==> config.mk <==
export PLATFORM = sky130hd
export DESIGN_NAME = id_stage_pipe
export DESIGN_NICKNAME = d
export VERILOG_FILES = /design/src/rtl/id_stage_pipe.sv
export SDC_FILE = /design/constraint.sdc
export NUM_CORES = 2
export LEC_CHECK = 0
export ABC_AREA = 1
export BUFFER_PORTS_ARGS = -buffer_cell sky130_fd_sc_hd__buf_2
export CORE_MARGIN = 1
export CORE_UTILIZATION = 61
export DETAILED_ROUTE_END_ITERATION = 16
export PLACE_DENSITY = 0.83
export SLEW_MARGIN = 10
export SYNTH_ARGS = -nofsm -noshare
export SYNTH_HDL_FRONTEND = slang
export SYNTH_SLANG_ARGS = --single-unit
==> constraint.sdc <==
create_clock -name clk -period 1.8 [get_ports clk]
set_input_delay 0.09 -clock clk [delete_from_list [all_inputs] [get_ports clk]]
set_output_delay 0.09 -clock clk [all_outputs]
set_load 0.01 [all_outputs]
==> src/rtl/id_stage_pipe.sv <==
// rtl/id_stage_pipe.sv - RISC-V decode stage: register file, immediates, forwarding, hazards, ID/EX register
//
// Purpose:
//   Decode stage of the 5-stage core. Reads rs1/rs2 from an internal register
//   file (WB write-first bypass), forwards EX/MEM results, detects load-use
//   hazards (and all EX/MEM RAW hazards when forwarding is disabled), builds the
//   sign-extended immediate and registers everything into the ID/EX slot with
//   flush > stall > capture priority.
//
// Ports:
//   clk, rst_n                        clock (rising edge), async active-low reset
//   if_valid, if_inst, if_pc, if_pc4  IF/ID contents
//   ctl_sext_op                       immediate type (0=I 1=S 2=B 3=U 4=J 5=shamt)
//   ctl_rf_we, ctl_rf_wsel            writeback enable / select for this instruction
//   ctl_use_rs1, ctl_use_rs2          instruction reads rs1 / rs2
//   ex_we, ex_rd, ex_is_load, ex_result   EX-stage destination and result
//   mem_we, mem_rd, mem_result        MEM-stage destination and result
//   wb_we, wb_rd, wb_wd               register-file write port
//   ex_flush                          redirect; kill the instruction in ID
//   id_stall                          hold PC and IF/ID this cycle
//   idex_*                            registered ID/EX slot

module id_stage_pipe #(
    parameter int XLEN   = 32,
    parameter int NREG   = 32,
    parameter int FWD_EN = 1,
    localparam int RAW   = $clog2(NREG)
) (
    input  logic            clk,
    input  logic            rst_n,
    input  logic            if_valid,
    input  logic [31:0]     if_inst,
    input  logic [XLEN-1:0] if_pc,
    input  logic [XLEN-1:0] if_pc4,
    input  logic [2:0]      ctl_sext_op,
    input  logic            ctl_rf_we,
    input  logic [1:0]      ctl_rf_wsel,
    input  logic            ctl_use_rs1,
    input  logic            ctl_use_rs2,
    input  logic            ex_we,
    input  logic [RAW-1:0]  ex_rd,
    input  logic            ex_is_load,
    input  logic [XLEN-1:0] ex_result,
    input  logic            mem_we,
    input  logic [RAW-1:0]  mem_rd,
    input  logic [XLEN-1:0] mem_result,
    input  logic            wb_we,
    input  logic [RAW-1:0]  wb_rd,
    input  logic [XLEN-1:0] wb_wd,
    input  logic            ex_flush,
    output logic            id_stall,
    output logic            idex_valid,
    output logic [XLEN-1:0] idex_pc,
    output logic [XLEN-1:0] idex_pc4,
    output logic [XLEN-1:0] idex_rd1,
    output logic [XLEN-1:0] idex_rd2,
    output logic [XLEN-1:0] idex_ext,
    output logic [RAW-1:0]  idex_rd,
    output logic            idex_we,
    output logic [1:0]      idex_wsel
);

    // ------------------------------------------------------------------
    // Field extraction
    // ------------------------------------------------------------------
    logic [1:0][RAW-1:0] rs_addr;
    logic [1:0]          rs_used;
    logic [RAW-1:0]      rd_addr;

    assign rs_addr[0] = if_inst[15 +: RAW];
    assign rs_addr[1] = if_inst[20 +: RAW];
    assign rd_addr    = if_inst[7 +: RAW];
    assign rs_used    = {ctl_use_rs2, ctl_use_rs1};

    // Opcode bits are decoded upstream; only the operand/immediate fields matter here.
    logic unused_opcode;
    assign unused_opcode = ^if_inst[6:0];

    // ------------------------------------------------------------------
    // Register file
    // ------------------------------------------------------------------
    logic [XLEN-1:0] rf_q [NREG];

    always_ff @(posedge clk or negedge rst_n) begin
        if (!rst_n) begin
            for (int i = 0; i < NREG; i++) begin
                rf_q[i] <= '0;
            end
        end else if (wb_we && (wb_rd != '0)) begin
            rf_q[wb_rd] <= wb_wd;
        end
    end

    // ------------------------------------------------------------------
    // Operand selection: x0, EX, MEM, WB bypass, array.
    // A load in EX has no result yet, so it is never a forwarding source;
    // that case is covered by the load-use stall instead.
    // ------------------------------------------------------------------
    logic [1:0][XLEN-1:0] opnd;

    always_comb begin
        opnd = '0;
        for (int k = 0; k < 2; k++) begin
            if (rs_addr[k] == '0) begin
                opnd[k] = '0;
            end else if ((FWD_EN != 0) && ex_we && !ex_is_load && (ex_rd == rs_addr[k])) begin
                opnd[k] = ex_result;
            end else if ((FWD_EN != 0) && mem_we && (mem_rd == rs_addr[k])) begin
                opnd[k] = mem_result;
            end else if (wb_we && (wb_rd == rs_addr[k])) begin
                opnd[k] = wb_wd;
            end else begin
                opnd[k] = rf_q[rs_addr[k]];
            end
        end
    end

    // ------------------------------------------------------------------
    // Hazard detection. Matching a non-zero used rs implies rd != 0.
    // ------------------------------------------------------------------
    logic hazard;

    always_comb begin
        hazard = 1'b0;
        for (int k = 0; k < 2; k++) begin
            if (rs_used[k] && (rs_addr[k] != '0)) begin
                if (ex_we && (ex_rd == rs_addr[k]) && (ex_is_load || (FWD_EN == 0))) begin
                    hazard = 1'b1;
                end
                if ((FWD_EN == 0) && mem_we && (mem_rd == rs_addr[k])) begin
                    hazard = 1'b1;
                end
            end
        end
        // A flush kills the instruction anyway, so holding IF/ID would be wrong.
        id_stall = if_valid && hazard && !ex_flush;
    end

    // ------------------------------------------------------------------
    // Immediate generation: build the 32-bit RV32I immediate, then sign-extend.
    // ------------------------------------------------------------------
    logic [31:0]     imm32;
    logic [XLEN-1:0] ext_val;

    always_comb begin
        imm32 = '0;
        case (ctl_sext_op)
            3'd0:    imm32 = {{20{if_inst[31]}}, if_inst[31:20]};
            3'd1:    imm32 = {{20{if_inst[31]}}, if_inst[31:25], if_inst[11:7]};
            3'd2:    imm32 = {{19{if_inst[31]}}, if_inst[31], if_inst[7],
                              if_inst[30:25], if_inst[11:8], 1'b0};
            3'd3:    imm32 = {if_inst[31:12], 12'b0};
            3'd4:    imm32 = {{11{if_inst[31]}}, if_inst[31], if_inst[19:12],
                              if_inst[20], if_inst[30:21], 1'b0};
            3'd5:    imm32 = {27'b0, if_inst[24:20]};
            default: imm32 = '0;
        endcase
    end

    assign ext_val = XLEN'($signed(imm32));

    // ------------------------------------------------------------------
    // ID/EX pipeline register: flush > stall (bubble) > capture.
    // Data fields hold on a bubble or flush; only valid/we are meaningful then.
    // ------------------------------------------------------------------
    logic            valid_q, valid_d;
    logic            we_q,    we_d;
    logic [XLEN-1:0] pc_q,    pc_d;
    logic [XLEN-1:0] pc4_q,   pc4_d;
    logic [XLEN-1:0] rd1_q,   rd1_d;
    logic [XLEN-1:0] rd2_q,   rd2_d;
    logic [XLEN-1:0] ext_q,   ext_d;
    logic [RAW-1:0]  rd_q,    rd_d;
    logic [1:0]      wsel_q,  wsel_d;

    always_comb begin
        valid_d = valid_q;
        we_d    = we_q;
        pc_d    = pc_q;
        pc4_d   = pc4_q;
        rd1_d   = rd1_q;
        rd2_d   = rd2_q;
        ext_d   = ext_q;
        rd_d    = rd_q;
        wsel_d  = wsel_q;
        if (ex_flush || id_stall) begin
            valid_d = 1'b0;
            we_d    = 1'b0;
        end else begin
            valid_d = if_valid;
            we_d    = ctl_rf_we & if_valid;
            pc_d    = if_pc;
            pc4_d   = if_pc4;
            rd1_d   = opnd[0];
            rd2_d   = opnd[1];
            ext_d   = ext_val;
            rd_d    = rd_addr;
            wsel_d  = ctl_rf_wsel;
        end
    end

    always_ff @(posedge clk or negedge rst_n) begin
        if (!rst_n) begin
            valid_q <= 1'b0;
            we_q    <= 1'b0;
            pc_q    <= '0;
            pc4_q   <= '0;
            rd1_q   <= '0;
            rd2_q   <= '0;
            ext_q   <= '0;
            rd_q    <= '0;
            wsel_q  <= '0;
        end else begin
            valid_q <= valid_d;
            we_q    <= we_d;
            pc_q    <= pc_d;
            pc4_q   <= pc4_d;
            rd1_q   <= rd1_d;
            rd2_q   <= rd2_d;
            ext_q   <= ext_d;
            rd_q    <= rd_d;
            wsel_q  <= wsel_d;
        end
    end

    assign idex_valid = valid_q;
    assign idex_we    = we_q;
    assign idex_pc    = pc_q;
    assign idex_pc4   = pc4_q;
    assign idex_rd1   = rd1_q;
    assign idex_rd2   = rd2_q;
    assign idex_ext   = ext_q;
    assign idex_rd    = rd_q;
    assign idex_wsel  = wsel_q;

endmodule

==> results.txt, run 1 <==
Pin count of the biggest net entering global routing = 109
Post-synth EDFFs = 0
Top-area cell type share of the netlist area = 45.6%
Mean Syn Cell Area = 6.88 µm²
Initial Utilization = 61.8%
GPL Wtd Cong = 1.02
Deepest clock path buffer count = 3
Dpl hpwl = 175 mm
Asr flop ratio synth = 100%
GRT Total Usage = 57.9%
Global route total overflow = 16
Sequential area share after synthesis = 45.6%
Ys flop type = dfrtp_1
Yosys cell types = 32
Synth area leader = dfrtp_1
Buffers on Ports = 385
Htree depth = 4
Stop Error = [ERROR GRT-0116] Global routing finished with congestion. Check the congestion regions in the DRC Viewer.
Outcome = stopped before the end
Core Rows = 119
Post-Syn Instances = 9510
Die width = 329 µm
IO Pins = 393
Flops & latches, synth = 1193
Ys Warns = 0
Place WS = -0.470 ns
Vias in the first global route = 78600
Syn nets = 9733
DIE HEIGHT = 329 µm
Fail Step = global routing (5_1_grt)
CTS sink count = 1193
Root buffer cell = clkbuf_16
Synth area leaders = dfrtp_1 46%, nand2_1 20%, o21ai_0 9.2%
Synthesized cell area = 65400 µm²
CTS buffer count = 131
First-pass GRT wire length = 473 mm
==> metal layers <==
metal  track usage [%]  overflow
met2              76.5         3
met1              64.2         1
met5              10.3         0
met4              50.8         3
met3              34.8         9
==> kinds of logic after synthesis <==
group,count (synthesis),synth area share (%)
flip-flops,1193,45.6
XOR/XNOR,15,0.201
buffers and inverters,1022,6.56
AO/OA/AOI/OAI,1728,13.6
AND/OR/NAND/NOR,5552,34.1
==> metrics by stage <==
step                      cells  hold slack (ns)  cell area (µm²)
after floorplan            9510           -0.206            65400
after CTS                 11700          0.00604            80500
after detailed placement  11100         -0.00933            73300
after global placement    11100         -0.00513            73300
==> synthesized netlist by cell type (all sizes together) (8+ instances only) <==
cell    count
buf       330
nor3       22
o22ai      11
o21ai    1330
nand4       8
xor2        9
inv       196
dfrtp    1193
nand2    3540
o211ai     56
a21oi     310
clkbuf    491
a211oi     12
nor2      948
nand3    1031
==> timing repair <==
| item | CTS |
|---|---|
| gates resized for setup | 22 |
| pin swaps | 11 |
| hold buffers | 272 |
| endpoints found under the setup margin | 9 |
| setup buffers | 2 |
| endpoints found under the hold margin | 1818 |
==> run 2: changes to the inputs <==
--- a/config.mk
+++ b/config.mk
@@ -8,9 +8,9 @@
 export ABC_AREA = 1
 export BUFFER_PORTS_ARGS = -buffer_cell sky130_fd_sc_hd__buf_2
 export CORE_MARGIN = 1
-export CORE_UTILIZATION = 61
+export CORE_UTILIZATION = 40
 export DETAILED_ROUTE_END_ITERATION = 16
-export PLACE_DENSITY = 0.83
+export PLACE_DENSITY_LB_ADDON = 0.15
 export SLEW_MARGIN = 10
 export SYNTH_ARGS = -nofsm -noshare
 export SYNTH_HDL_FRONTEND = slang
==> run 2 against run 1 <==
  * The flow now finishes, with violations (DRC, setup timing)
  * Synthesized cell count unchanged
  * Area after synthesis unchanged
==> results.txt, run 2 <==
Via count = 70300
Deepest clock path buffer count = 3
Routed WL per cell = 23.2 µm
DRT iter0 DRCs = 8563
Place WS = -0.806 ns
CTS tree = done
Clock-pin transition on the worst setup and hold timing paths = 0.06 ns
Mean Syn Cell Area = 6.88 µm²
Max-slew violation count = 0
Final setup fails = 5
RSZ-0062 raised after global routing = true
Peak VDD IR = 0.00108 V
Outcome = finished with violations
Post-synth EDFFs = 0
Final hold viol count = 0
Via density = 5.60
Crit path DAT = 2.55 ns
DR pass1 iterations = 12
Fillers = 15700
Sw Share = 31.9%
GPL Wtd Cong = 0.974
Worst Setup End Kind = register
Slowest-stage cell, CP = dlygate4sd3_1
Failing checks = DRC, setup timing
GRT Total Usage = 34.5%
Cell mode on critical path = nand2_1
HP Class = primary input to register
Final net count = 10500
DIE HEIGHT = 406 µm
Setup TNS = -0.0455 ns
Sw Pwr = 26.3 mW
Post-Syn Instances = 9510
Delay of the slowest cell on the worst path = 0.58 ns
Comb power frac = 21.9%
Vias in the first global route = 66100
Drt drc = 2
Synth area leaders = dfrtp_1 46%, nand2_1 20%, o21ai_0 9.2%
Dpl hpwl = 190 mm
WS Path Type = primary input to register
CP Max Fanout = 16
IO Pins = 393
Buffers on Ports = 385
Register share of total power = 42.7%
Clk Latency, worst-skew pair = 0.80 ns
Ys flop type = dfrtp_1
Initial Utilization = 40.2%
Most frequent cells in the layout = 3476 x nand2_1, 1193 x dfrtp_1, 1192 x o21ai_0
Yosys cell types = 32
Syn nets = 9733
First-pass GRT wire length = 427 mm
Top-area cell type share of the netlist area = 45.6%
Count leader, synth = nand2_1
Core Rows = 148
Period utilisation layout = 102%
Root buffer cell = clkbuf_16
Global route total overflow = 0
Asr flop ratio synth = 100%
Most common cell after layout, fill and taps aside = nand2_1
Die area = 165000 µm²
Core area = 163000 µm²
Flops & latches, synth = 1193
Synthesized cell area = 65400 µm²
Worst-Margin Slew = 0.995 ns
CTS sink count = 1193
Ys Warns = 0
Setup ws final = -0.0321 ns
Startpoint types = primary input
Fmax = 0.546 GHz
Worst Skew = 0.0279 ns
Final wirelength = 291 mm
Cell Int Power = 56.2 mW
Htree depth = 4
Area grow syn2layout = 26.8%
Pin count of the biggest net entering global routing = 97
CTS buffer count = 140
Initial antenna violation count = 10
Tmin final = 1.83 ns
Hold slack final = 0.0534 ns
Cell Pwr Density = 995 nW/µm²
Most flop-heavy register = rf_q
Remaining antenna violation count = 0
Static Leak = 40.2 nW
Max reg flops = 1024
Share of cells above drive strength 1 = 14.9%
Critical path, cell by cell = buf_12, buf_6, nand2_1, nand4_1, nor3_2, buf_4, nand3_1, nand2_2, a21oi_4, buf_12, inv_12, buf_16, nand2_1, nand2_1, dlygate4sd3_1
Req. time, crit path = 2.52 ns
Total chip power = 82.5 mW
Worst slew margin = 33.5%
Clock power share = 35.5%
Post-synth top cells = 3536 x nand2_1, 1205 x o21ai_0, 1193 x dfrtp_1
Synth area leader = dfrtp_1
Max Cap Viol = 0
Die width = 406 µm
Sequential area share after synthesis = 45.6%
-- run 2: per-layer routing --
metal / GRT usage, % / share of wire, % / vias to the layer above
met5: 0 / 0.0045 / -
met1: 44.6 / 40 / 33600
met2: 53.1 / 45 / 3642
li1: - / - / 32200
met4: 23.2 / 7.2 / 2
met3: 5.49 / 8.5 / 787
-- run 2: repair_timing --
item	in CTS	in global routing
endpoints found under the setup margin	18	99
hold endpoints to repair	1936	0
pin swaps	9	35
hold buffers	267	0
setup buffers	0	10
gates resized for setup	40	135
cloned	0	5
-- run 2: path summary, 6_finish.rpt --
| kind | start | endpoint | slack [ns] | cells past startpoint |
|---|---|---|---|---|
| max | if_inst[20] | idex_pc4[24]$_DFFE_PN0N_ | -0.03 | 15 |
| min | if_pc4[20] | idex_pc4[20]$_DFFE_PN0N_ | 0.05 | 4 |
| max reg2reg | rf_q[540]$_DFFE_PN0P_ | idex_rd1[28]$_DFFE_PN0N_ | 0.02 | 14 |
| min reg2reg | rf_q[1007]$_DFFE_PN0P_ | rf_q[1007]$_DFFE_PN0P_ | 0.38 | 0 |
| max in group asynchronous | rst_n | rf_q[970]$_DFFE_PN0P_ | 0.29 | 3 |
| min in group asynchronous | rst_n | rf_q[1012]$_DFFE_PN0P_ | 0.11 | 3 |
-- run 2: final cells by class --
class / instances / area (µm²) / area share [%]
well taps: 2175 / 2720 / 3.28
clock buffers: 207 / 4270 / 5.14
inverters: 201 / 818 / 0.986
flip-flops and latches: 1193 / 29900 / 36.0
repair buffers: 1418 / 13000 / 15.7
multi-input cells: 7295 / 31900 / 38.4
clock inverters: 44 / 404 / 0.487
diodes: 8 / 20.0 / 0.0241
-- run 2: kinds of logic (layout without fill, tap and decap cells) --
| group | count (synthesis) | in the layout | synth area share (%) |
|---|---|---|---|
| xor gates and xnor gates | 15 | 15 | 0.201 |
| other | 0 | 8 | 0 |
| buffers and inverters | 1022 | 1870 | 6.56 |
| AOI/OAI and AO/OA | 1728 | 1728 | 13.6 |
| DFF | 1193 | 1193 | 45.6 |
| and+or+nand+nor | 5552 | 5552 | 34.1 |
-- run 2: power by group through the flow --
stage | combinational (mW) | sequential, mW | clock [mW]
after floorplan | 9.90 | 34.8 | 0
after global placement | 16.7 | 35.3 | 0
after detailed placement | 17.0 | 35.4 | 0
after CTS | 17.6 | 35.0 | 29.6
after global routing | 20.2 | 35.7 | 30.6
final | 18.0 | 35.2 | 29.3
-- run 2: through the flow --
stage | util [%] | cells | cell area, µm²
finish | 51.0 | 12500 | 83000
floorplan | - | 9510 | 65400
global route | 51.0 | 12500 | 83000
CTS | 50.6 | 12500 | 82300
global placement | 46.0 | 12000 | 74800
detailed placement | 46.0 | 12000 | 74800
-- run 2: worst max-delay path, delay by kind of cell --
kind                   cells  cell delay, ns
and+or+nand+nor            7            0.85
AOI/OAI and AO/OA          1            0.08
buffers and inverters      7            1.47
Note: power is estimated with default switching activity, not from simulation.
